[src/rtl/mem_arbiter.sv]
// Memory arbiter between a CPU and an IOP sharing one word-addressed memory.
// CPU accesses take two clocks (address, data) followed by a one-clock ack;
// the IOP is granted a fixed window of IOP_WINDOW clocks during which it
// drives the memory bus directly. With both requesting, grants alternate.
// Optional grant statistics are enabled by defining MEM_ARBITER_STATS_EN.
module mem_arbiter #(
    parameter int unsigned IOP_WINDOW = 4
) (
    input  logic         clock,
    input  logic         reset,
    input  logic         cpu_req,
    input  logic [15:31] cpu_addr,
    input  logic [0:31]  cpu_wdata,
    input  logic [0:3]   cpu_wr_en,
    output logic [0:31]  cpu_rdata,
    output logic         cpu_ack,
    input  logic         iop_req,
    output logic         iop_active,
    input  logic [15:31] iop_addr,
    input  logic [0:31]  iop_wdata,
    input  logic [0:3]   iop_wr_en,
    output logic [15:31] mem_addr,
    output logic [0:31]  mem_wdata,
    output logic [0:3]   mem_wr_en,
    input  logic [0:31]  mem_rdata,
    output logic [0:15]  cpu_grant_count,
    output logic [0:15]  iop_grant_count
);

    typedef enum logic [1:0] {
        StIdle,
        StCpuAddr,
        StCpuData,
        StIopWin
    } state_e;

    // Counter runs IOP_WINDOW-1 down to 0, giving exactly IOP_WINDOW clocks.
    localparam logic [3:0] WinLoad = 4'(IOP_WINDOW - 1);

    state_e      state_q, state_d;
    logic [3:0]  win_cnt_q, win_cnt_d;
    logic        last_was_iop_q, last_was_iop_d;
    logic        cpu_ack_q, cpu_ack_d;
    logic [0:31] cpu_rdata_q, cpu_rdata_d;

    // Next-state logic: arbitration, window countdown and read-data capture.
    always_comb begin
        state_d        = state_q;
        win_cnt_d      = win_cnt_q;
        last_was_iop_d = last_was_iop_q;
        cpu_ack_d      = 1'b0;
        cpu_rdata_d    = cpu_rdata_q;
        case (state_q)
            StIdle: begin
                // IOP wins unless it just had the bus and the CPU is waiting.
                if (iop_req && !(last_was_iop_q && cpu_req)) begin
                    state_d   = StIopWin;
                    win_cnt_d = WinLoad;
                end else if (cpu_req) begin
                    state_d = StCpuAddr;
                end
            end
            StCpuAddr: begin
                state_d        = StCpuData;
                last_was_iop_d = 1'b0;
            end
            StCpuData: begin
                state_d     = StIdle;
                cpu_ack_d   = 1'b1;
                cpu_rdata_d = mem_rdata;
            end
            StIopWin: begin
                if (win_cnt_q == 4'd0) begin
                    state_d        = StIdle;
                    last_was_iop_d = 1'b1;
                end else begin
                    win_cnt_d = win_cnt_q - 4'd1;
                end
            end
            default: state_d = StIdle;
        endcase
    end

    // State registers with asynchronous reset.
    always_ff @(posedge clock or posedge reset) begin
        if (reset) begin
            state_q        <= StIdle;
            win_cnt_q      <= 4'd0;
            last_was_iop_q <= 1'b0;
            cpu_ack_q      <= 1'b0;
            cpu_rdata_q    <= '0;
        end else begin
            state_q        <= state_d;
            win_cnt_q      <= win_cnt_d;
            last_was_iop_q <= last_was_iop_d;
            cpu_ack_q      <= cpu_ack_d;
            cpu_rdata_q    <= cpu_rdata_d;
        end
    end

    // Memory bus mux; IOP inputs are only looked at while it owns the bus,
    // so a floating IOP bus never reaches memory.
    always_comb begin
        mem_addr  = '0;
        mem_wdata = '0;
        mem_wr_en = '0;
        case (state_q)
            StCpuAddr: begin
                mem_addr  = cpu_addr;
                mem_wdata = cpu_wdata;
                mem_wr_en = cpu_wr_en;
            end
            StCpuData: begin
                mem_addr  = cpu_addr;
                mem_wdata = cpu_wdata;
            end
            StIopWin: begin
                mem_addr  = iop_addr;
                mem_wdata = iop_wdata;
                mem_wr_en = iop_wr_en;
            end
            default: ;
        endcase
    end

    // Grant decoded from state so reset removes it immediately.
    assign iop_active = (state_q == StIopWin);
    assign cpu_ack    = cpu_ack_q;
    assign cpu_rdata  = cpu_rdata_q;

`ifdef MEM_ARBITER_STATS_EN
    logic [15:0] cpu_cnt_q, cpu_cnt_d;
    logic [15:0] iop_cnt_q, iop_cnt_d;

    // Count grants on the IDLE exit edges; both wrap naturally.
    always_comb begin
        cpu_cnt_d = cpu_cnt_q;
        iop_cnt_d = iop_cnt_q;
        if (state_q == StIdle && state_d == StCpuAddr) begin
            cpu_cnt_d = cpu_cnt_q + 16'd1;
        end
        if (state_q == StIdle && state_d == StIopWin) begin
            iop_cnt_d = iop_cnt_q + 16'd1;
        end
    end

    // Statistics registers.
    always_ff @(posedge clock or posedge reset) begin
        if (reset) begin
            cpu_cnt_q <= 16'd0;
            iop_cnt_q <= 16'd0;
        end else begin
            cpu_cnt_q <= cpu_cnt_d;
            iop_cnt_q <= iop_cnt_d;
        end
    end

    assign cpu_grant_count = cpu_cnt_q;
    assign iop_grant_count = iop_cnt_q;
`else
    assign cpu_grant_count = '0;
    assign iop_grant_count = '0;
`endif

endmodule

[config.mk]
export PLATFORM = sky130hd
export DESIGN_NAME = mem_arbiter
export DESIGN_NICKNAME = d
export VERILOG_FILES = /design/src/rtl/mem_arbiter.sv
export SDC_FILE = /design/constraint.sdc
export NUM_CORES = 1
export LEC_CHECK = 0
export ABC_AREA = 1
export CAP_MARGIN = 10
export CELL_PAD_IN_SITES_DETAIL_PLACEMENT = 1
export CELL_PAD_IN_SITES_GLOBAL_PLACEMENT = 1
export CORE_ASPECT_RATIO = 0.5
export CORE_UTILIZATION = 21
export CTS_CLUSTER_DIAMETER = 150
export CTS_CLUSTER_SIZE = 10
export DETAILED_ROUTE_END_ITERATION = 12
export PLACE_DENSITY_LB_ADDON = 0.1
export SLEW_MARGIN = 10
export SYNTH_ARGS = -nofsm -noshare
export SYNTH_HDL_FRONTEND = slang
export SYNTH_SLANG_ARGS = --single-unit
[constraint.sdc]
create_clock -name clock -period 2 [get_ports clock]
set_input_delay 0.4 -clock clock [delete_from_list [all_inputs] [get_ports clock]]
set_output_delay 0.4 -clock clock [all_outputs]
set_load 0.05 [all_outputs]
==> results.txt, run 1 <==
The run gives 3,233 as the number of global-route vias before repair. The area growth from synthesis to layout is 129%. Measured against its own limit, the worst slew margin works out to 59.4%. In this run, synthesis produced a sequential element count of 40.

Static timing analysis puts the maximum clock frequency at 0.482 GHz. Dividing the detail-routed wire length by the instance count gives 15.3 µm. The floorplan has 30 rows. CTS placed an instance of clkbuf_16 at the clock tree root. Deepest level of the CTS H-tree: 2. A synthesized cell averages 8.41 µm².

From left edge to right edge, the die measures 169 µm. Top-area cell type share of the netlist area: 34.0%. The placed instances occupy a cell area of 6420 µm². The count of warnings emitted by yosys is 0, and the maximum number of pins on one net before global-route repair is 34. The worst clock skew on the final layout came out at 0.00389 ns. Library cell with the largest summed area after synthesis: dfrtp_1. The largest fanout on the critical path is 23, and the post-route antenna net violation count is 0. The tools report the synthesized instance count as 350. The number of buffers inserted by hold repair at cts is 0. For this design the static power due to leakage is 2.66 nW. The least setup slack across all paths after layout was -0.0735 ns.

For this configuration, the core starts out at a cell density of 21.6%. Setup repair after global routing could not meet its margin everywhere. In this run the count of I/O pins placed on the die edge is 261.

Dividing the final minimum period by the clock period gives 104%. Via count: 3,117. STA puts the critical path data arrival time at 1.67 ns. The number of placed instances with taps included is 759, and the placed wire-length estimate is 9110 µm.

The tools report the final total power as 13.6 mW. The run finished, with violations left. The number of remaining DRC errors was 0.

Cells fill 49.4% of the core in the end. The synthesized design contains 0 enable-type register cells. The transition at the pin with the smallest max-transition slack came out at 0.605 ns.

The number of buffers on the longest clock path came out at 2. The checks that failed: setup timing. Ratio of cells with drive above 1 in the final layout: 30.8%.

The data required time of the critical path was 1.60 ns. The type of destination of the critical path was an output pin. The tools report the violation count after the first detailed-routing iteration as 100. The run gives 0 as the overall overflow remaining after global route. In the routed layout, each cell is associated on average with a via count of 4.02. The post-detailed-routing wire length came out at 11,900 µm. The run gives 776 as the post-route non-filler standard cell count.

The tools report the initial antenna violation count as 0. The number of violations of the max-capacitance limit came out at 0. The tree built by TritonCTS fans out to 40 sinks. The die is 85.7 µm tall. Class of the most critical setup path: flop to output pin. The count of cell types in the netlist is 21.

Setup violations remaining at the end of the flow were counted as 51. Input and output buffers added on the ports amount to 228. The die covers 14,500 µm². Clock-pin slew was measured on the worst setup and hold paths at 0.06 ns. Clock latency on the worst-skew pair, taken at its later pin, is 0.28 ns.

The class of the tightest hold or removal check is primary input to async pin. The count of endpoints failing hold in the final timing report is 0. The most used flip-flop cell after synthesis is dfrtp_1. The worst path in the final design needs a cycle of 2.07 ns, including I/O delays and setup. The highest ir drop seen on vdd is 974 µV, and the sequential-to-total area share from yosys stat is 34.0%. For the cell area after layout, the log shows 6740 µm².

The tools report the final-report max-slew violation count as 0. The tools report the kind of start point of the critical path as a flop. The wire length of the first global-routing pass is 17,800 µm. For the final routed database, the setup TNS stands at -2.37 ns.

The count of antenna diodes in the layout is 0, and the total number of nets in the final design is 734. The region available for standard cell placement spans 13,600 µm². In this run the power density over the cells is 2010 nW/µm². Summing every instance area after synthesis gives 2940 µm².

The congestion estimate from routability-driven global placement came to 0.763. In the post-synthesis netlist, the biggest area contributors are dfrtp_1, nand2_1, mux2_4. TritonCTS built the clock tree. After synthesis, the share of flip-flops with an asynchronous set or reset is 100%.

The iteration count of the initial detailed-routing pass was 4. The total track usage was 15.7%; the total clock buffers created by CTS was 5.
[critical path, cell delays in order, from the launching register on]
cell and delay [ns]:
dfrtp_1 0.38, inv_2 0.07, ha_4 0.31, buf_12 0.17
nand2_1 0.11, a21oi_4 0.18, buf_12 0.15
[report_power, final]
part           internal (mW)  switching (mW)
Combinational           4.89            6.42
Sequential              1.22           0.226
Clock                  0.497           0.309
[layout by cell type (no fill, tap or decap), types with 2 or more instances in the layout]
| master | count |
|---|---|
| a21oi_2 | 2 |
| a21oi_4 | 48 |
| buf_12 | 62 |
| buf_4 | 9 |
| clkbuf_16 | 6 |
| clkdlybuf4s50_1 | 174 |
| conb_1 | 32 |
| dfrtp_1 | 40 |
| ha_1 | 4 |
| ha_2 | 2 |
| ha_4 | 3 |
| inv_1 | 8 |
| inv_2 | 2 |
| mux2_2 | 2 |
| mux2_4 | 30 |
| nand2_1 | 129 |
| nand2_2 | 4 |
| nand3_1 | 3 |
| nor2_1 | 5 |
| o21ai_0 | 4 |
| o21ai_2 | 3 |
[layout make-up]
cell class | instances | area, µm²
fill | 1510 | 6890
multi-input combinational | 276 | 2180
clock inverter | 1 | 7.51
inverter | 11 | 41.3
sequential | 40 | 1000
clock buffer | 7 | 143
tap | 192 | 240
timing repair buffer | 249 | 3130
[cells in the mapped netlist (5+ instances only)]
library cell,count
o21ai_0,7
buf_4,41
nand2_1,134
a21oi_1,49
nor2_1,5
buf_2,5
dfrtp_1,40
mux2_4,30
ha_1,9
inv_1,11
[per-stage QoR]
stage / setup slack (ns) / hold slack [ns]
floorplan: 0.00395 / 0.449
global placement: 0.119 / 0.468
detailed placement: 0.0807 / 0.465
CTS: -0.0835 / 0.438
global route: -0.161 / 0.468
finish: -0.0735 / 0.432
[path summary, 6_finish.rpt]
path / end / cells after the start / startpoint / slack (ns)
worst min-delay path: cpu_rdata[24] / 2 / reset / 0.43
min in group clock: win_cnt_q[3] / 2 / win_cnt_q[3] / 0.48
worst max-delay path: mem_addr[31] / 6 / state_q[0] / -0.07
max in group asynchronous: cpu_rdata[19] / 3 / reset / 1.08
worst min register to register: win_cnt_q[3] / 2 / win_cnt_q[3] / 0.48
worst max register to register: cpu_rdata[12] / 5 / state_q[0] / 0.46
[kinds of logic (layout without fill, tap and decap cells)]
kind of cell / count (synthesis) / after routing / synth area share (%)
mux: 32 / 32 / 16.1
xor+xnor: 1 / 1 / 0.298
compound gates: 57 / 57 / 9.82
fa+ha+maj: 9 / 9 / 3.83
other cells: 1 / 32 / 0.127
buf+inv: 65 / 268 / 16.9
flops: 40 / 40 / 34.0
simple gates: 145 / 145 / 18.9
[per-layer routing]
metal	global-route usage, %	routed length, µm	up-vias
li1	-	-	1521
met1	19.5	4900	1462
met2	28.5	6080	123
met3	2.77	740	11
met4	3.69	137	0
met5	0	0	-
[state kept, by name, indices dropped and copies added (netlist names)]
name	cells
state_q	2
last_was_iop_q	1
cpu_ack	1
win_cnt_q	4
cpu_rdata	32
[what timing repair did]
action,4_1_cts,5_1_grt
setup buffers,4,3
resized for setup,9,7
endpoints found under the setup margin,53,53
pin swaps,3,0
cloned,1,1
(Power assumes the default switching activity.)
==> run 2, diff against run 1 <==
Settings changed: CTS_BUF_LIST set to sky130_fd_sc_hd__clkbuf_8 sky130_fd_sc_hd__clkbuf_16.
==> run 2 against run 1 <==
Net effect:
- the run still ends with setup timing left
- core utilization unchanged
- maximum frequency unchanged
- total power barely moved
- critical path type unchanged
- critical endpoint unchanged
- largest cell class unchanged
- largest power group unchanged
==> results.txt, run 2 (synthesis gave the netlist of run 1 again) <==
The largest fanout on the critical path is 23 (unchanged). The path depth of the worst reg2reg path works out to 5 (unchanged). The class of the tightest hold or removal check was primary input to async pin. CTS placed an instance of clkbuf_16 at the clock tree root. The tools report the cell area reported after detailed placement as 6420 µm² (unchanged). I/O pin total: 261 (unchanged). The fill cell total of the finished layout is 1,510 (unchanged), and the minimum setup slack among reg-to-reg paths is 0.46 ns (about the same). The number of global-route vias before repair is 3,238 (+0.15%). The worst-skew pair later-pin latency was 0.28 ns (about the same); the power density over cell area was 2010 nW/µm² (about the same). The tools report the maximum number of pins on one net before global-route repair as 34 (unchanged). The logs give 1.60 ns (about the same) for the data required time of the critical path and 1000 µm² (unchanged) for the storage element area. For the multi-input gate area in the final layout, the log shows 2180 µm² (unchanged).

The number of remaining DRC errors is 0 (unchanged), and the clock slew at the register clock pins of the worst setup and hold paths is 0.06 ns (about the same). Area of the core: 13,600 µm² (unchanged). The tools report the cell leakage power as 2.66 nW (+0.16%). The total of endpoints with negative setup slack in the final report was 51 (unchanged). For the total number of nets in the final design, the log shows 734 (unchanged). The tools report the initial antenna violation count as 0 (unchanged).

The logs give 0.432 ns (+0.00000100 ns) for the worst hold margin and 0 (unchanged) for the count of endpoints failing hold in the final timing report. The worst setup path is of the flop to output pin kind. For the cell area after layout, the log shows 6740 µm² (unchanged). The sink count of the clock tree is 40 (unchanged). The tools report the worst clock skew on the final layout as 0.00389 ns (unchanged).

The detail-routed net length per standard cell came out at 15.3 µm (about the same). Kind of start point of the critical path: a flop. The final period utilization was 104% (about the same); the post-layout utilization of the core was 49.4% (unchanged). The max-slew headroom at the worst pin was 59.4% (unchanged). The run finished, with violations left.

The shortest clock period the worst path allows after layout was 2.07 ns (-0.000000200 ns). The total track usage was 15.7% (unchanged). The ratio of cells with drive above 1 in the final layout came out at 30.8% (unchanged). Violation count after the first detailed-routing iteration: 100 (unchanged). Source of the critical timing path: state_q[0].

The tools report the worst flop-to-flop path startpoint as state_q[0]. For the overall overflow remaining after global route, the log shows 0 (unchanged). The iteration count of the initial detailed-routing pass was 4 (unchanged). Highest ir drop seen on vdd: 974 µV (about the same). Final-report max-slew violation count: 0 (unchanged). The post-route antenna net violation count is 0 (unchanged). The number of violations of the max-capacitance limit is 0 (unchanged), and the synthesis-to-layout area growth is 129% (unchanged). The height of the die works out to 85.7 µm (unchanged). The checks that failed: setup timing. In the layout the commonest cells are clkdlybuf4s50_1, nand2_1, buf_12. The count of input and output buffers is 228 (unchanged). The post-detailed-route via-to-cell ratio was 4.02 (about the same). For the via count, the log shows 3,118 (+0.032%). The endpoint of the worst register-to-register path was cpu_rdata[12].

The number of buffers on the longest clock path is 2 (unchanged), and the least setup slack across all paths after layout is -0.0735 ns (+0.000000200 ns). Setup repair after global routing could not meet its margin everywhere. The flip-flop count of the largest register, all copies and words added was 32 (unchanged). The library cell used most frequently in the layout, excluding fill and tap cells, is clkdlybuf4s50_1.

The horizontal die dimension is 169 µm (unchanged), and the transition at the pin with the smallest max-transition slack is 0.605 ns (unchanged). STA classifies the critical path endpoint as an output pin. The accumulated negative setup slack came out at -2.37 ns (+0.0000200 ns). The tools report the total clock buffers created by CTS as 5 (unchanged).

TritonCTS built the clock tree. The deepest level of the CTS H-tree is 2 (unchanged), and the post-detailed-routing wire length is 11,900 µm (about the same). The tools report the starting utilization of the core area as 21.6% (unchanged).

The top achievable clock speed is 0.482 GHz (unchanged). The wire length of the first global-routing pass came out at 17,900 µm (about the same). Final weighted congestion in routability-driven placement: 0.763 (unchanged).

The logs give 14,500 µm² (unchanged) for the overall die area and 1.67 ns (about the same) for the data arrival time at the worst-slack endpoint. The count of antenna diodes in the layout is 0 (unchanged), and the number of placement rows is 30 (unchanged). The tools report the placed wire-length estimate as 9110 µm (unchanged).
## run 2: per-layer routing
metal	track usage [%]	vias up	share of wire (%)
li1	-	1521	-
met1	19.4	1463	41
met2	28.5	123	51
met3	2.77	11	6.2
met4	3.69	0	1.2
met5	0	-	0
## run 2: area by class of cell
type                            instances  area share, %
Inverter                               11          0.613
Clock inverter                          2          0.167
Timing Repair Buffer                  249           46.4
Multi-Input combinational cell        276           32.3
Tap cell                              192           3.57
Sequential cell                        40           14.9
Clock buffer                            6           2.06
## run 2: repair_timing
item / CTS / global route
setup buffers: 4 / 3
hold buffers: 0 / 0
gates cloned: 1 / 1
setup endpoints to repair: 53 / 53
pin swaps: 3 / 0
resized for setup: 9 / 7
## run 2: how the worst max path moves through the flow
stage	end	slack (ns)	cells after the start
final	mem_addr[31]	-0.07	6
after global routing	mem_addr[20]	-0.16	6
after CTS	mem_addr[31]	-0.08	6
after detailed placement	mem_addr[31]	0.08	6
after global placement	mem_wdata[16]	0.12	6
after floorplan	mem_wdata[2]	0.004	5
## run 2: where the power goes
part           total, mW  internal (mW)  switching [mW]
clock              0.801          0.491           0.309
combinational       11.3           4.89            6.42
sequential          1.44           1.22           0.226
total               13.6           6.59            6.96
## run 2: worst max-delay path, cell delays in order (launching register included)
cell and delay [ns]:
dfrtp_1 0.38, inv_2 0.07, ha_4 0.31, buf_12 0.17, nand2_1 0.11, a21oi_4 0.18, buf_12 0.15
## run 2: stage by stage
stage                     cells  total power, mW  setup slack, ns
after floorplan             381             8.43          0.00395
after global placement      759             12.5            0.119
after detailed placement    759             12.6           0.0807
after CTS                   772             13.6          -0.0835
after global routing        776             14.2           -0.161
final                       776             13.6          -0.0735
